--- config.mk ---
export PLATFORM = sky130hd
export DESIGN_NAME = ps2_kbd_tx
export DESIGN_NICKNAME = d
export VERILOG_FILES = /design/src/rtl/ps2_pkg.sv /design/src/rtl/ps2_tx_fifo.sv /design/src/rtl/ps2_kbd_tx.sv
export SDC_FILE = /design/constraint.sdc
export NUM_CORES = 1
export LEC_CHECK = 0
export BUFFER_PORTS_ARGS = -buffer_cell sky130_fd_sc_hd__buf_2
export CAP_MARGIN = 10
export CORE_MARGIN = 2
export CORE_UTILIZATION = 40
export CTS_BUF_LIST = sky130_fd_sc_hd__clkbuf_16
export CTS_CLUSTER_DIAMETER = 40
export DETAILED_ROUTE_END_ITERATION = 8
export SLEW_MARGIN = 20
export SYNTH_ARGS = -nofsm -noshare
export SYNTH_HDL_FRONTEND = slang
export SYNTH_SLANG_ARGS = --single-unit
--- constraint.sdc ---
create_clock -name clk_sys -period 6.05 [get_ports clk_sys]
set_clock_uncertainty 0.1 [all_clocks]
set_input_delay 0.605 -clock clk_sys [delete_from_list [all_inputs] [get_ports clk_sys]]
set_output_delay 0.605 -clock clk_sys [all_outputs]
set_load 0.1 [all_outputs]
--- src/rtl/ps2_pkg.sv ---
// Shared types and helpers for the device-side PS/2 keyboard transmitter.
package ps2_pkg;

  // Transmit sequencer states.
  typedef enum logic [2:0] {
    IDLE    = 3'd0,
    HOLDOFF = 3'd1,
    SETUP   = 3'd2,
    LOW     = 3'd3,
    HIGH    = 3'd4
  } ps2_state_e;

  // Start + 8 data + parity + stop.
  localparam int PS2_FRAME_BITS = 11;

  // Index of the stop bit, the last bit clocked out in a frame.
  localparam logic [3:0] PS2_LAST_BIT = 4'(PS2_FRAME_BITS - 1);

  // Odd parity: 1 when the byte carries an even number of ones.
  function automatic logic ps2_odd_parity(input logic [7:0] data);
    return ~(^data);
  endfunction

  // Frame in transmit order, bit 0 first: start, d0..d7, parity, stop.
  function automatic logic [PS2_FRAME_BITS-1:0] ps2_build_frame(input logic [7:0] data);
    return {1'b1, ps2_odd_parity(data), data, 1'b0};
  endfunction

endpackage

--- src/rtl/ps2_tx_fifo.sv ---
// Scan-code buffer: synchronous FIFO whose head can be peeked without popping,
// so an aborted frame can resend the same byte.
module ps2_tx_fifo
  import ps2_pkg::*;
#(
  parameter int DEPTH = 16
) (
  input  logic       clk_sys,
  input  logic       reset,
  input  logic [7:0] wr_data,
  input  logic       wr_en,
  input  logic       rd_pop,
  output logic [7:0] rd_data,
  output logic       full,
  output logic       empty
);

  localparam int AW = $clog2(DEPTH);

  // Pointers carry one extra wrap bit; they run modulo 2*DEPTH.
  logic [AW:0] wr_ptr_q, wr_ptr_d;
  logic [AW:0] rd_ptr_q, rd_ptr_d;
  logic [7:0]  mem_q [DEPTH];
  logic        push_s;
  logic        pop_s;

  // Occupancy flags and pointer advance; a write while full is dropped
  // even if a pop happens in the same cycle.
  always_comb begin
    empty    = (wr_ptr_q == rd_ptr_q);
    full     = (wr_ptr_q[AW] != rd_ptr_q[AW]) &&
               (wr_ptr_q[AW-1:0] == rd_ptr_q[AW-1:0]);
    push_s   = wr_en && !full;
    pop_s    = rd_pop && !empty;
    rd_data  = mem_q[rd_ptr_q[AW-1:0]];
    if (push_s) begin
      wr_ptr_d = wr_ptr_q + (AW+1)'(1);
    end else begin
      wr_ptr_d = wr_ptr_q;
    end
    if (pop_s) begin
      rd_ptr_d = rd_ptr_q + (AW+1)'(1);
    end else begin
      rd_ptr_d = rd_ptr_q;
    end
  end

  // Pointer registers; reset discards all buffered bytes.
  always_ff @(posedge clk_sys or posedge reset) begin
    if (reset) begin
      wr_ptr_q <= '0;
      rd_ptr_q <= '0;
    end else begin
      wr_ptr_q <= wr_ptr_d;
      rd_ptr_q <= rd_ptr_d;
    end
  end

  // Storage array; contents need no reset since the pointers gate visibility.
  always_ff @(posedge clk_sys) begin
    if (push_s) begin
      mem_q[wr_ptr_q[AW-1:0]] <= wr_data;
    end
  end

endmodule

--- src/rtl/ps2_kbd_tx.sv ---
// Device-side PS/2 transmitter: buffers scan codes and clocks each one out as
// an 11-bit frame, backing off whenever the host holds the clock line low.
module ps2_kbd_tx
  import ps2_pkg::*;
#(
  parameter int PS2DIV     = 1500,
  parameter int FIFO_DEPTH = 16
) (
  input  logic       clk_sys,
  input  logic       reset,
  input  logic [7:0] byte_in,
  input  logic       byte_wr,
  output logic       fifo_full,
  output logic       busy,
  output logic       ps2_clk,
  output logic       ps2_data,
  input  logic       ps2_clk_in
);

  localparam int CW = $clog2(2 * PS2DIV);
  localparam logic [CW-1:0] HALF_LAST = CW'(PS2DIV - 1);
  localparam logic [CW-1:0] HOLD_LAST = CW'(2 * PS2DIV - 1);

  ps2_state_e                state_q, state_d;
  logic [CW-1:0]             cnt_q, cnt_d;
  logic [3:0]                idx_q, idx_d;
  logic [PS2_FRAME_BITS-1:0] frame_q, frame_d;
  logic                      clk_meta_q, clk_meta_d;
  logic                      clk_s_q, clk_s_d;
  logic                      ps2_clk_q, ps2_clk_d;
  logic                      ps2_data_q, ps2_data_d;
  logic                      busy_q, busy_d;
  logic                      half_done_s;
  logic                      pop_s;
  logic                      fifo_empty_s;
  logic                      fifo_full_s;
  logic [7:0]                head_s;

  ps2_tx_fifo #(
    .DEPTH (FIFO_DEPTH)
  ) u_fifo (
    .clk_sys (clk_sys),
    .reset   (reset),
    .wr_data (byte_in),
    .wr_en   (byte_wr),
    .rd_pop  (pop_s),
    .rd_data (head_s),
    .full    (fifo_full_s),
    .empty   (fifo_empty_s)
  );

  assign fifo_full = fifo_full_s;
  assign busy      = busy_q;
  assign ps2_clk   = ps2_clk_q;
  assign ps2_data  = ps2_data_q;

  // Next-state logic for the frame sequencer and the bus-clock synchroniser.
  // The synchroniser only sees a released line two cycles into a HIGH phase,
  // so a loopback bus needs at least three cycles per half-period to avoid
  // reading its own LOW phase as host inhibit.
  always_comb begin
    state_d     = state_q;
    cnt_d       = cnt_q;
    idx_d       = idx_q;
    frame_d     = frame_q;
    ps2_clk_d   = ps2_clk_q;
    ps2_data_d  = ps2_data_q;
    busy_d      = busy_q;
    pop_s       = 1'b0;
    clk_meta_d  = ps2_clk_in;
    clk_s_d     = clk_meta_q;
    half_done_s = (cnt_q == HALF_LAST);

    case (state_q)
      IDLE: begin
        ps2_clk_d  = 1'b1;
        ps2_data_d = 1'b1;
        busy_d     = 1'b0;
        cnt_d      = '0;
        idx_d      = 4'd0;
        if (!fifo_empty_s) begin
          state_d = HOLDOFF;
        end else begin
          state_d = IDLE;
        end
      end

      HOLDOFF: begin
        if (!clk_s_q) begin
          cnt_d = '0;
        end else if (cnt_q == HOLD_LAST) begin
          // Head byte is only peeked here; it leaves the FIFO after the stop bit.
          frame_d    = ps2_build_frame(head_s);
          ps2_data_d = 1'b0;
          busy_d     = 1'b1;
          cnt_d      = '0;
          state_d    = SETUP;
        end else begin
          cnt_d = cnt_q + CW'(1);
        end
      end

      SETUP: begin
        if (half_done_s) begin
          cnt_d     = '0;
          idx_d     = 4'd0;
          ps2_clk_d = 1'b0;
          state_d   = LOW;
        end else begin
          cnt_d = cnt_q + CW'(1);
        end
      end

      LOW: begin
        // No inhibit check here: the line is low because we drive it.
        if (half_done_s) begin
          cnt_d     = '0;
          ps2_clk_d = 1'b1;
          frame_d   = {1'b1, frame_q[PS2_FRAME_BITS-1:1]};
          if (idx_q == PS2_LAST_BIT) begin
            ps2_data_d = 1'b1;
          end else begin
            ps2_data_d = frame_q[1];
          end
          state_d = HIGH;
        end else begin
          cnt_d = cnt_q + CW'(1);
        end
      end

      HIGH: begin
        if (half_done_s) begin
          cnt_d = '0;
          if (idx_q == PS2_LAST_BIT) begin
            // Stop bit done: the byte is delivered even if the host inhibits now.
            pop_s      = 1'b1;
            busy_d     = 1'b0;
            ps2_data_d = 1'b1;
            state_d    = IDLE;
          end else if (!clk_s_q) begin
            // Host inhibit: abandon the frame, keep the byte for a resend.
            ps2_clk_d  = 1'b1;
            ps2_data_d = 1'b1;
            busy_d     = 1'b0;
            state_d    = IDLE;
          end else begin
            idx_d     = idx_q + 4'd1;
            ps2_clk_d = 1'b0;
            state_d   = LOW;
          end
        end else begin
          cnt_d = cnt_q + CW'(1);
        end
      end

      default: begin
        ps2_clk_d  = 1'b1;
        ps2_data_d = 1'b1;
        busy_d     = 1'b0;
        cnt_d      = '0;
        idx_d      = 4'd0;
        state_d    = IDLE;
      end
    endcase
  end

  // Sequencer state and registered bus outputs; reset releases both lines at once.
  always_ff @(posedge clk_sys or posedge reset) begin
    if (reset) begin
      state_q    <= IDLE;
      cnt_q      <= '0;
      idx_q      <= 4'd0;
      frame_q    <= '1;
      clk_meta_q <= 1'b1;
      clk_s_q    <= 1'b1;
      ps2_clk_q  <= 1'b1;
      ps2_data_q <= 1'b1;
      busy_q     <= 1'b0;
    end else begin
      state_q    <= state_d;
      cnt_q      <= cnt_d;
      idx_q      <= idx_d;
      frame_q    <= frame_d;
      clk_meta_q <= clk_meta_d;
      clk_s_q    <= clk_s_d;
      ps2_clk_q  <= ps2_clk_d;
      ps2_data_q <= ps2_data_d;
      busy_q     <= busy_d;
    end
  end

endmodule

==> run_results.csv <==
group,metric,value,unit
outcome,outcome,"finished, final reports clean",
sta,fin_crit,3.46,ns
critical_path,rr_worst_depth,7,
synthesis,synthMuxAreaShare,14.1,%
critical_path,path_class,"reg -> out",
sta,maxSlewHeadroom,29.6,%
clock_tree,cts_root_buf,"clkbuf_16",
critical_path,cp-start-kind,"register",
clock_tree,cts-resized-gates,0,
synthesis,synthTopCellsByCount,"128 x edfxtp_1, 32 x mux4_2, 30 x dfrtp_1, 30 x nand2_1, 30 x nor2_1",
clock_tree,post-cts-setup-buffer-count,0,
power,switching_share,25.6,%
sta,max_freq,289,MHz
job,drv_cap,0,
clock_tree,ctsHtreeMaxLevel,4,
detailed_routing,num_vias,3889,
clock_tree,clk_pin_slew_worst_paths,0.07,ns
synthesis,synth-simple-area-share,7.22,%
critical_path,required,5.34,ns
clock_tree,hold_buffers,0,
final_layout,multi_input_comb_area,2280,um^2
detailed_routing,dr.pass1.iters,4,
floorplan,io-pin-count,16,
final_layout,area.growth.synth_to_final,12.1,%
power,p_per_area,334,nW/um^2
power,power.leakage,2.83,nW
clock_tree,tritoncts,"yes",
synthesis,ys.flop_type,"edfxtp_1",
final_layout,diodes,0,
synthesis,synth_top_area_share,52.2,%
sta,finalCritPeriodShare,57.2,%
power,switching_power,704,uW
synthesis,synth_edf_count,128,
floorplan,fp-row-count,49,
sta,fin_ws,2.59,ns
final_layout,nFillCells,1578,
synthesis,synth_top_family_by_area,"multiplexers",
detailed_routing,drt_iter0_markers,244,
placement,gp_congestion,0.841,
synthesis,synth_compound_area_share,3.91,%
synthesis,syn_nets,483,
floorplan,core_area,18000,um^2
power,clockPowerShare,38.6,%
floorplan,die_h,140,um
clock_tree,cts_made_buffers,17,
synthesis,synth-xor-area-share,4.11,%
sta,tightest_slew,1.06,ns
floorplan,die_area,19500,um^2
synthesis,yosys_register_bits,171,
global_routing,overflow,0,
sta,drv_slew,0,
placement,hpwl,9150,um
worst_hold_path,hold_path_class,"in -> reg",
critical_path,endpoint_kind,"output port",
placement,pre_cts_ws,2.63,ns
clock_tree,insertion_delay,0.42,ns
detailed_routing,antenna_left,0,
global_routing,grt_pass1_wl,22200,um
synthesis,synth_most_common_cell,"edfxtp_1",
placement,port_buffers,15,
power,p_comb_share,9.5,%
final_layout,seqCellArea,4940,um^2
sta,finalHoldViolCount,0,
detailed_routing,drt-total-wl,14000,um
synthesis,syn-cell-area,7360,um^2
synthesis,syn_area_per_cell,15.9,um^2
detailed_routing,via_per_inst,5.37,
sta,setup_viol,0,
power,peakVddDrop,0.000338,V
final_layout,nets,502,
synthesis,ys_async_sr_fraction,25.1,%
final_layout,drive_gt1_share,22.8,%
detailed_routing,drc,0,
detailed_routing,wire_per_inst,19.4,um
power,p_int,2.05,mW
global_routing,grt_max_degree,44,
synthesis,synth_largest_area_cell,"edfxtp_1",
floorplan,initial_utilization,40.9,%
synthesis,synth_seq_area_share,67.0,%
sta,tns,0,ns
synthesis,synth_cells,463,
floorplan,die_width,140,um
synthesis,synth_area_leaders,"edfxtp_1 52%, dfrtp_1 10%, mux4_2 9.8%",
critical_path,crit_fanout,25,
global_routing,grt_pass1_vias,3944,
power,power_frac_seq,51.9,%
worst_hold_path,worstHoldPathCells,1,
sta,grt_setup_unrepaired,"false",
clock_tree,cts_sinks,171,
synthesis,ys_types,47,
global_routing,antenna_found_initial,0,
global_routing,grt_usage,15.2,%
critical_path,worstPathArrival,2.75,ns
synthesis,ys_warn_count,0,
clock_tree,cts_buffer_depth,2,
synthesis,synthAdderAreaFrac,1.36,%
## state kept, by name, indices dropped and copies added, names as in the netlist
register,count
ps2_clk,1
cnt_q,12
frame_q,9
idx_q,4
busy,1
u_fifo.wr_ptr_q,5
state_q,3
u_fifo.rd_ptr_q,5
clk_meta_q,1
u_fifo.mem_q,128
clk_s_q,1
ps2_data,1
## layer usage
layer  global-route usage [%]  vias to the layer above  wire [um]
li1                         -                     1801          -
met1                     21.1                     2022       6450
met2                     24.3                       60       7040
met3                     3.82                        6        447
met4                     3.79                        0         99
met5                        0                        -          0
## cell type report
type / count / share of cell area, %
Clock buffer: 17 / 5.15
Clock inverter: 15 / 1.85
Inverter: 12 / 0.546
Multi-Input combinational cell: 258 / 27.6
Sequential cell: 171 / 59.8
Tap cell: 229 / 3.47
Timing Repair Buffer: 22 / 1.55
## through the flow
| stage | cells | util [%] | cell area, um^2 | power, mW | hold slack (ns) |
|---|---|---|---|---|---|
| 2_1_floorplan | 463 | - | 7360 | 1.61 | 0.245 |
| 3_3_place_gp | 692 | 42.5 | 7660 | 1.71 | 0.260 |
| 3_5_place_dp | 692 | 42.5 | 7660 | 1.71 | 0.263 |
| 4_1_cts | 724 | 45.7 | 8240 | 2.77 | 0.155 |
| 5_1_grt | 724 | 45.8 | 8250 | 2.86 | 0.156 |
| 6_report | 724 | 45.8 | 8250 | 2.75 | 0.176 |
## power by group through the flow
stage | Sequential [mW] | Clock [mW] | Combinational (mW)
6_report | 1.43 | 1.06 | 0.262
3_5_place_dp | 1.45 | 0 | 0.261
2_1_floorplan | 1.42 | 0 | 0.196
4_1_cts | 1.43 | 1.08 | 0.264
3_3_place_gp | 1.45 | 0 | 0.259
5_1_grt | 1.44 | 1.14 | 0.291
## placed cells by master (no fill, tap or decap), types with 2 or more instances in the layout
| cell type | Yosys | routed |
|---|---|---|
| a21oi_1 | 13 | 13 |
| a22oi_1 | 2 | 2 |
| a2bb2oi_1 | 4 | 4 |
| and2_1 | 6 | 6 |
| buf_2 | 9 | 15 |
| buf_4 | 1 | 7 |
| clkbuf_16 | 0 | 17 |
| clkinv_1 | 1 | 3 |
| clkinvlp_4 | 0 | 2 |
| dfrtp_1 | 30 | 29 |
| dfstp_2 | 13 | 13 |
| edfxtp_1 | 128 | 128 |
| ha_1 | 8 | 8 |
| inv_1 | 10 | 10 |
| inv_6 | 0 | 5 |
| inv_8 | 0 | 5 |
| mux2_1 | 7 | 7 |
| mux2_2 | 9 | 9 |
| mux2i_1 | 14 | 14 |
| mux4_2 | 32 | 32 |
| nand2_1 | 30 | 30 |
| nand2b_1 | 3 | 3 |
| nand3_1 | 10 | 10 |
| nand4_1 | 5 | 5 |
| nor2_1 | 30 | 30 |
| nor2b_1 | 2 | 2 |
| nor3_1 | 6 | 3 |
| nor3_2 | 0 | 3 |
| nor4_1 | 6 | 6 |
| o211ai_1 | 5 | 5 |
| o21ai_0 | 7 | 7 |
| o21ai_1 | 11 | 11 |
| o22ai_1 | 2 | 2 |
| xnor2_1 | 13 | 13 |
| xor2_1 | 19 | 19 |
## cell families after synthesis
| kind of cell | after synthesis |
|---|---|
| DFF | 171 |
| and+or+nand+nor | 107 |
| muxes | 62 |
| AOI/OAI and AO/OA | 48 |
| buffers and inverters | 34 |
| xor gates and xnor gates | 33 |
| adders and majority gates | 8 |
## worst max-delay path, stage by stage, from the launching register on
cell and delay, ns:
dfrtp_2 0.57, buf_4 0.51, xor2_1 0.13, nor4_1 0.42
nand2b_1 0.16, inv_1 0.10, buf_2 0.43
## path summary, 6_finish.rpt
kind | start | endpoint | slack (ns)
max | u_fifo.rd_ptr_q[1] | fifo_full | 2.59
min | ps2_clk_in | clk_meta_q | 0.18
max reg2reg | u_fifo.rd_ptr_q[1] | u_fifo.mem_q[7][3] | 2.75
min reg2reg | clk_meta_q | clk_s_q | 0.28
max in group asynchronous | reset | u_fifo.rd_ptr_q[1] | 5.22
min in group asynchronous | reset | cnt_q[0] | 0.22
(Power assumes the default switching activity.)
